### config.mk
export PLATFORM = sky130hd
export DESIGN_NAME = spi_master_modport
export DESIGN_NICKNAME = d
export VERILOG_FILES = /design/src/rtl/spi_master_modport.sv
export SDC_FILE = /design/constraint.sdc
export NUM_CORES = 1
export LEC_CHECK = 0
export BUFFER_PORTS_ARGS = -buffer_cell sky130_fd_sc_hd__buf_2
export CORE_MARGIN = 5
export CORE_UTILIZATION = 36
export DETAILED_ROUTE_END_ITERATION = 7
export GPL_TIMING_DRIVEN = 0
export SYNTH_ARGS = -nofsm -noshare
export SYNTH_HDL_FRONTEND = slang
export SYNTH_SLANG_ARGS = --single-unit
export TNS_END_PERCENT = 5
### constraint.sdc
create_clock -name i_Clk -period 1.5 [get_ports i_Clk]
set_input_delay 0.15 -clock i_Clk [delete_from_list [all_inputs] [get_ports i_Clk]]
set_output_delay 0.15 -clock i_Clk [all_outputs]
set_load 0.05 [all_outputs]
### src/rtl/spi_master_modport.sv
// SPI master byte engine: shifts one byte out on MOSI (MSB first) while
// shifting one byte in from MISO, then reports it with a one-cycle pulse.
//
// Ports:
//   i_Clk       system clock, all logic on its rising edge
//   i_Rst_L     synchronous reset, active HIGH (despite the name)
//   i_TX_Byte   byte to send, sampled with i_TX_DV
//   i_TX_DV     start pulse, honoured only while o_TX_Ready is high
//   o_TX_Ready  idle and able to take a new byte
//   o_RX_Byte   last complete received byte, held between transfers
//   o_RX_DV     one-cycle pulse when o_RX_Byte is refreshed
//   o_SPI_Clk   SPI clock, rests at CPOL
//   i_SPI_MISO  serial data in
//   o_SPI_MOSI  serial data out, holds its last value when idle
module spi_master_modport #(
    parameter int SPI_MODE          = 0,
    parameter int CLKS_PER_HALF_BIT = 2
) (
    input  logic       i_Clk,
    input  logic       i_Rst_L,
    input  logic [7:0] i_TX_Byte,
    input  logic       i_TX_DV,
    output logic       o_TX_Ready,
    output logic [7:0] o_RX_Byte,
    output logic       o_RX_DV,
    output logic       o_SPI_Clk,
    input  logic       i_SPI_MISO,
    output logic       o_SPI_MOSI
);

    localparam logic CPOL = (SPI_MODE == 2) || (SPI_MODE == 3);
    localparam logic CPHA = (SPI_MODE == 1) || (SPI_MODE == 3);
    localparam int   CW   = $clog2(2 * CLKS_PER_HALF_BIT);

    localparam logic [CW-1:0] LEAD_CNT  = CW'(CLKS_PER_HALF_BIT - 1);
    localparam logic [CW-1:0] TRAIL_CNT = CW'(2 * CLKS_PER_HALF_BIT - 1);

    logic          start;
    logic          start_d;
    logic [CW-1:0] half_cnt;
    logic [4:0]    edge_cnt;
    logic          lead;
    logic          trail;
    logic [7:0]    tx_byte;
    logic [2:0]    tx_bit;
    logic [2:0]    rx_bit;
    logic [7:0]    rx_shift;

    // Requests arriving while busy are simply dropped.
    assign start = i_TX_DV && o_TX_Ready;

    // SPI clock generation. lead/trail are one-cycle flags that follow
    // each SPI clock toggle and drive the data shifters below.
    always_ff @(posedge i_Clk) begin
        if (i_Rst_L) begin
            o_TX_Ready <= 1'b0;
            edge_cnt   <= '0;
            half_cnt   <= '0;
            lead       <= 1'b0;
            trail      <= 1'b0;
            start_d    <= 1'b0;
            tx_byte    <= 8'h00;
            o_SPI_Clk  <= CPOL;
        end else begin
            lead    <= 1'b0;
            trail   <= 1'b0;
            start_d <= start;
            if (start) begin
                tx_byte    <= i_TX_Byte;
                edge_cnt   <= 5'd16;
                o_TX_Ready <= 1'b0;
            end else if (edge_cnt != 5'd0) begin
                o_TX_Ready <= 1'b0;
                if (half_cnt == TRAIL_CNT) begin
                    half_cnt  <= '0;
                    edge_cnt  <= edge_cnt - 5'd1;
                    trail     <= 1'b1;
                    o_SPI_Clk <= ~o_SPI_Clk;
                end else if (half_cnt == LEAD_CNT) begin
                    half_cnt  <= half_cnt + 1'b1;
                    edge_cnt  <= edge_cnt - 5'd1;
                    lead      <= 1'b1;
                    o_SPI_Clk <= ~o_SPI_Clk;
                end else begin
                    half_cnt <= half_cnt + 1'b1;
                end
            end else begin
                o_TX_Ready <= 1'b1;
            end
        end
    end

    // MOSI launch. With CPHA=0 bit 7 goes out ahead of the first edge and
    // the final trailing edge is skipped so MOSI keeps bit 0 when idle.
    always_ff @(posedge i_Clk) begin
        if (i_Rst_L) begin
            o_SPI_MOSI <= 1'b0;
            tx_bit     <= 3'd7;
        end else if (o_TX_Ready) begin
            tx_bit <= 3'd7;
        end else if (start_d && !CPHA) begin
            o_SPI_MOSI <= tx_byte[7];
            tx_bit     <= 3'd6;
        end else if ((lead && CPHA) ||
                     (trail && !CPHA && edge_cnt != 5'd0)) begin
            o_SPI_MOSI <= tx_byte[tx_bit];
            tx_bit     <= tx_bit - 3'd1;
        end
    end

    // MISO capture into a private shifter; the output byte only changes
    // once all eight bits are in.
    always_ff @(posedge i_Clk) begin
        if (i_Rst_L) begin
            rx_bit    <= 3'd7;
            rx_shift  <= 8'h00;
            o_RX_Byte <= 8'h00;
            o_RX_DV   <= 1'b0;
        end else begin
            o_RX_DV <= 1'b0;
            if (o_TX_Ready) begin
                rx_bit <= 3'd7;
            end else if ((lead && !CPHA) || (trail && CPHA)) begin
                rx_shift <= {rx_shift[6:0], i_SPI_MISO};
                rx_bit   <= rx_bit - 3'd1;
                if (rx_bit == 3'd0) begin
                    o_RX_Byte <= {rx_shift[6:0], i_SPI_MISO};
                    o_RX_DV   <= 1'b1;
                end
            end
        end
    end

endmodule

== Word-level counts from Yosys, hierarchy flattened ==
Cells that the tools add are included.

* Register bits: 43
* Bits of input ports: 12
* Output and inout bits: 12
* Logic and storage cells: 66

* $add $sub $neg: 4
* $lt $le $gt $ge: 1
* Equal/unequal tests: 2
* Muxes and demuxes: 17
* Bitwise gates (word level): 5
* Reductions and logical operators: 21

{| class="wikitable"
|+ Operators with widths
! operator !! number
|-
| 5-bit two-way mux || 4
|-
| 1-bit two-way mux || 11
|-
| 2-bit AND reduction || 5
|-
| 3-bit OR reduction || 3
|-
| 3-bit AND reduction || 2
|-
| 2-bit nonzero test || 3
|-
| 3-bit by 1-bit subtractor with 3-bit output, second input constant || 2
|-
| 1-bit NOT || 5
|-
| 5-bit nonzero test || 1
|-
| 5-bit by 1-bit subtractor with 5-bit output, second input constant || 1
|-
| 3-bit by 4-bit < comparator with 1-bit output, second input constant || 1
|-
| 2-bit OR reduction || 2
|-
| 4-bit OR reduction || 1
|-
| 1-bit binary-select mux with 3-bit select || 1
|-
| 3-bit zero test || 1
|-
| 3-bit nonzero test || 1
|-
| 2-bit by 1-bit adder with 2-bit output, second input constant || 1
|-
| 2-bit by 1-bit equality test with 1-bit output, second input constant || 1
|-
| 2-bit equality test, second input constant || 1
|-
| 1-bit logical AND || 2
|-
| 2-bit two-way mux || 1
|}

== Longest topological paths before layout ==
* Depth after elaboration: 5
* Depth in mapped cells: 6
* Mapped depth without buffers: 6

== Least setup slack after synthesis ==
OpenSTA, ideal clock, no wires.

* Kind: register -> register
* Start point: register o_TX_Ready
* End point: register o_RX_Byte[7]
* Setup time: 0.070 ns
* Arrival: 1.481 ns
* Required time: 1.430 ns
* Setup slack: -0.052 ns
* Stages on the path, launching flop included: 7
* Buffers on the path: 2
* Period minus slack after synthesis: 1.552 ns
* Cells stage by stage: dfxtp_1 buf_2 nor2b_1 buf_2 nand3b_1 nand2_1 a21oi_1

* Cells in the longest elaborated chain, start to end: 2

{| class="wikitable"
|+ RTL lines
! element !! RTL line !! text
|-
| from (decl) || 23 || <nowiki>output logic o_TX_Ready,</nowiki>
|-
| from (signal assigned) || 56 || <nowiki>o_TX_Ready <= 1'b0;</nowiki>
|-
| from (signal assigned) || 71 || <nowiki>o_TX_Ready <= 1'b0;</nowiki>
|-
| from (signal assigned) || 73 || <nowiki>o_TX_Ready <= 1'b0;</nowiki>
|-
| 1-bit NOT (no line) || n/a ||
|-
| 3-bit AND reduction (no line) || n/a ||
|-
| to (signal assigned) || 127 || <nowiki>o_RX_Byte <= {rx_shift[6:0], i_SPI_MISO};</nowiki>
|-
| to (decl) || 24 || <nowiki>output logic [7:0] o_RX_Byte,</nowiki>
|}

No other way between the ends.
A chain may end at the register's enable or synchronous reset.

== Final worst setup path ==
* Start point: register edge_cnt[0]
* End point: register tx_bit[0]

* Cells in the longest elaborated chain, start to end: 3

{| class="wikitable"
|+ RTL lines
! element !! RTL line !! text
|-
| from (decl) || 41 || <nowiki>logic [4:0] edge_cnt;</nowiki>
|-
| from (signal assigned) || 76 || <nowiki>edge_cnt <= edge_cnt - 5'd1;</nowiki>
|-
| from (signal assigned) || 81 || <nowiki>edge_cnt <= edge_cnt - 5'd1;</nowiki>
|-
| 5-bit nonzero test || 105 || <nowiki>(trail && !CPHA && edge_cnt != 5'd0)) begin</nowiki>
|-
| 1-bit logical AND || 105 ||
|-
| 2-bit nonzero test (no line) || n/a ||
|-
| to (signal assigned) || 107 || <nowiki>tx_bit <= tx_bit - 3'd1;</nowiki>
|-
| to (decl) || 45 || <nowiki>logic [2:0] tx_bit;</nowiki>
|}

No other way between the ends.

==> flow_summary.json <==
{
  "cts_tree": "yes",
  "start_util_pct": 37.2,
  "fin_util_pct": 44.8,
  "wl_um": 3600,
  "nets": 258,
  "critical_path.top_delay_family": "simple AND/OR/NAND/NOR gates",
  "num_antenna_cells": 0,
  "ys_seq_elements": 43,
  "path_buf_inv": 1,
  "area_growth_pct": 20.4,
  "die_x_um": 79.9,
  "grt_max_degree": 13,
  "cts.sinks": 43,
  "dieArea_um2": 6380,
  "yosys-top-cells-area": "dfxtp_1, nand2_1, a21oi_1, ha_1, nor2_1",
  "synth_top_area_cell": "dfxtp_1",
  "syn_area_per_cell_um2": 8.50,
  "htree_levels": 2,
  "port_buffers": 22,
  "drv_cap": 0,
  "skew_ps": 4.78,
  "rows": 25,
  "setup_viol_count_final": 4,
  "hold_path_class": "input port to register",
  "setup_tns_ps": -28.7,
  "crit_arrival_ps": 1690,
  "crit_type": "register to register",
  "cp-end-kind": "register",
  "outcome": "finished, violations left",
  "grt_usage_pct": 12.5,
  "yosysTopAreaCellShare_pct": 48.9,
  "ctsHoldBuffers": 0,
  "violations": "negative setup slack",
  "slowest_stage": "or4b_4",
  "power_density_nw_per_um2": 1300,
  "cts_buffer_depth": 2,
  "leakage_nw": 0.903,
  "cp_max_fo": 5,
  "drc": 0,
  "fill_cells": 496,
  "post_drt_via_cell_ratio": 4.62,
  "grt.overflow.total": 0,
  "synth_cell_types": 34,
  "yosysWarnings": 0,
  "grt_pass1_vias": 1343,
  "worst_pin_slew_ps": 510,
  "io_pins": 24,
  "fin_crit_sh_pct": 101,
  "antenna_found_initial": 0,
  "slew_headroom_pct": 66.0,
  "drive_gt1_share_pct": 22.8,
  "slew_violations": 0,
  "fin_ws_ps": -16.1,
  "clk_latency_ps": 290,
  "start_kind": "register",
  "rsz0062_at_grt": "yes",
  "r2r_slack_ps": -20,
  "yosysSeqAreaShare_pct": 48.9,
  "chipHeight_um": 79.9,
  "fin_crit_ps": 1520,
  "dr.pass1.iters": 4,
  "crit_chain": "inv_2 > ha_4 > or4b_4 > nand2_4 > xnor2_2 > o21ai_2",
  "synth_cells": 207,
  "syn_nets": 225,
  "cts_buffers": 5,
  "synthesis.area_um2": 1760,
  "drt_iter0_markers": 41,
  "worstPathRequired_ps": 1670,
  "register_area_um2": 865,
  "multi_input_area_um2": 872,
  "max_freq_ghz": 0.660,
  "clk_pin_slew_ps": 80,
  "gp_congestion": 0.754,
  "core_um2": 4720,
  "ant_nets": 0,
  "cts_root_buffer": "clkbuf_8",
  "hpwl_um": 2530,
  "wl_per_cell_um": 11.7,
  "cpPeakStageDelay_ps": 530,
  "vias": 1423,
  "vdd_drop_max_uv": 513,
  "final_hold_viol_count": 0,
  "grt_pass1_wl_um": 6140
}
per-stage QoR:
step | power, W | setup WS [ps] | std cells | instance area, um^2 | hold WS (ps)
6_report | 0.00275 | -16.1 | 308 | 2120 | 94.5
3_3_place_gp | 0.00201 | -49.4 | 296 | 1950 | 395
2_1_floorplan | 0.00187 | 25.7 | 207 | 1760 | 286
5_1_grt | 0.00294 | -67.8 | 308 | 2120 | 94.8
3_5_place_dp | 0.00202 | -71.0 | 296 | 1950 | 404
4_1_cts | 0.00275 | -1.35 | 305 | 2070 | 84.9
cell usage after synthesis:
| cell type | n |
|---|---|
| nand2_1 | 54 |
| dfxtp_1 | 43 |
| a21oi_1 | 28 |
| nor2_1 | 17 |
| inv_1 | 8 |
| ha_1 | 6 |
| clkbuf_1 | 5 |
| nor3_1 | 5 |
| buf_2 | 4 |
| xnor2_1 | 4 |
| nand3_1 | 3 |
| xor2_1 | 3 |
| a211oi_1 | 2 |
| mux2i_1 | 2 |
| nand2b_1 | 2 |
| o21ai_0 | 2 |
| o21ai_1 | 2 |
| a21o_1 | 1 |
| a221o_1 | 1 |
| and2_1 | 1 |
| and3_1 | 1 |
| mux4_2 | 1 |
| nand2_4 | 1 |
| nand3b_1 | 1 |
| nor2b_1 | 1 |
| nor3b_1 | 1 |
| nor3b_4 | 1 |
| nor4_1 | 1 |
| nor4b_1 | 1 |
| nor4b_4 | 1 |
| o211ai_1 | 1 |
| o21ai_2 | 1 |
| or2_2 | 1 |
| or4b_4 | 1 |
cell type report:
class | instances | area share [%]
multi-input cells | 147 | 41.2
flip-flops and latches | 43 | 40.8
repair buffers | 26 | 6.97
well taps | 67 | 3.96
clock buffers | 7 | 3.60
plain buffers | 9 | 1.83
inverters | 8 | 1.42
clock inverters | 1 | 0.236
per-layer routing:
layer | vias up | track usage, % | part of all wire, %
met5 | - | 0 | 0
met4 | 0 | 6.76 | 2.8
met3 | 9 | 4.06 | 4.1
met2 | 20 | 18.9 | 46
met1 | 645 | 15.8 | 47
li1 | 749 | - | -
where the power goes:
| group | switching (W) | internal (W) |
|---|---|---|
| combinational | 0.000431 | 0.000288 |
| sequential | 0.0000843 | 0.00125 |
| clock | 0.000374 | 0.000327 |
registers in the layout (all words and copies together), names as in the netlist, 2 cells and up:
signal,cells
edge_cnt,5
half_cnt,2
o_RX_Byte,8
rx_bit,3
rx_shift,7
tx_bit,3
tx_byte,8
kinds of logic after synthesis:
family / after synthesis / synth area share, %
AND/OR/NAND/NOR: 93 / 25.1
flip-flops: 43 / 48.9
AO/OA/AOI/OAI: 38 / 11.9
buffers and inverters: 17 / 3.91
XOR/XNOR: 7 / 3.49
adder cells (fa/ha/maj): 6 / 4.27
multiplexers: 3 / 2.42
timing repair:
| item | CTS | global route |
|---|---|---|
| setup endpoints to repair | 6 | 14 |
| buffers inserted | 1 | 3 |
| gates resized for setup | 6 | 8 |
| pin swaps | 3 | 7 |
cells in the final DEF (no fill, tap or decap), drive strengths merged, types with 3 or more instances in the layout:
cell type / netlist / routed
nor3: 5 / 5
inv: 8 / 8
a21oi: 28 / 28
o21ai: 5 / 5
buf: 4 / 30
nand2: 55 / 55
ha: 6 / 6
nand3: 3 / 3
xnor2: 4 / 4
nor2: 17 / 17
clkbuf: 5 / 12
dfxtp: 43 / 43
xor2: 3 / 3
tightest hold or removal path, cell delays in order:
cell and delay [ps]:
buf_2 100, nand2_1 50, a21oi_1 50
final timing paths:
| kind | startpoint | to | cells after the start |
|---|---|---|---|
| worst min register to register | o_RX_Byte[7] | o_RX_Byte[7] | 2 |
| worst max-delay path | edge_cnt[0] | tx_bit[0] | 6 |
| worst max register to register | edge_cnt[0] | tx_bit[0] | 6 |
| worst min-delay path | i_TX_Byte[1] | tx_byte[1] | 3 |
Note: power is estimated with default switching activity, not from simulation.
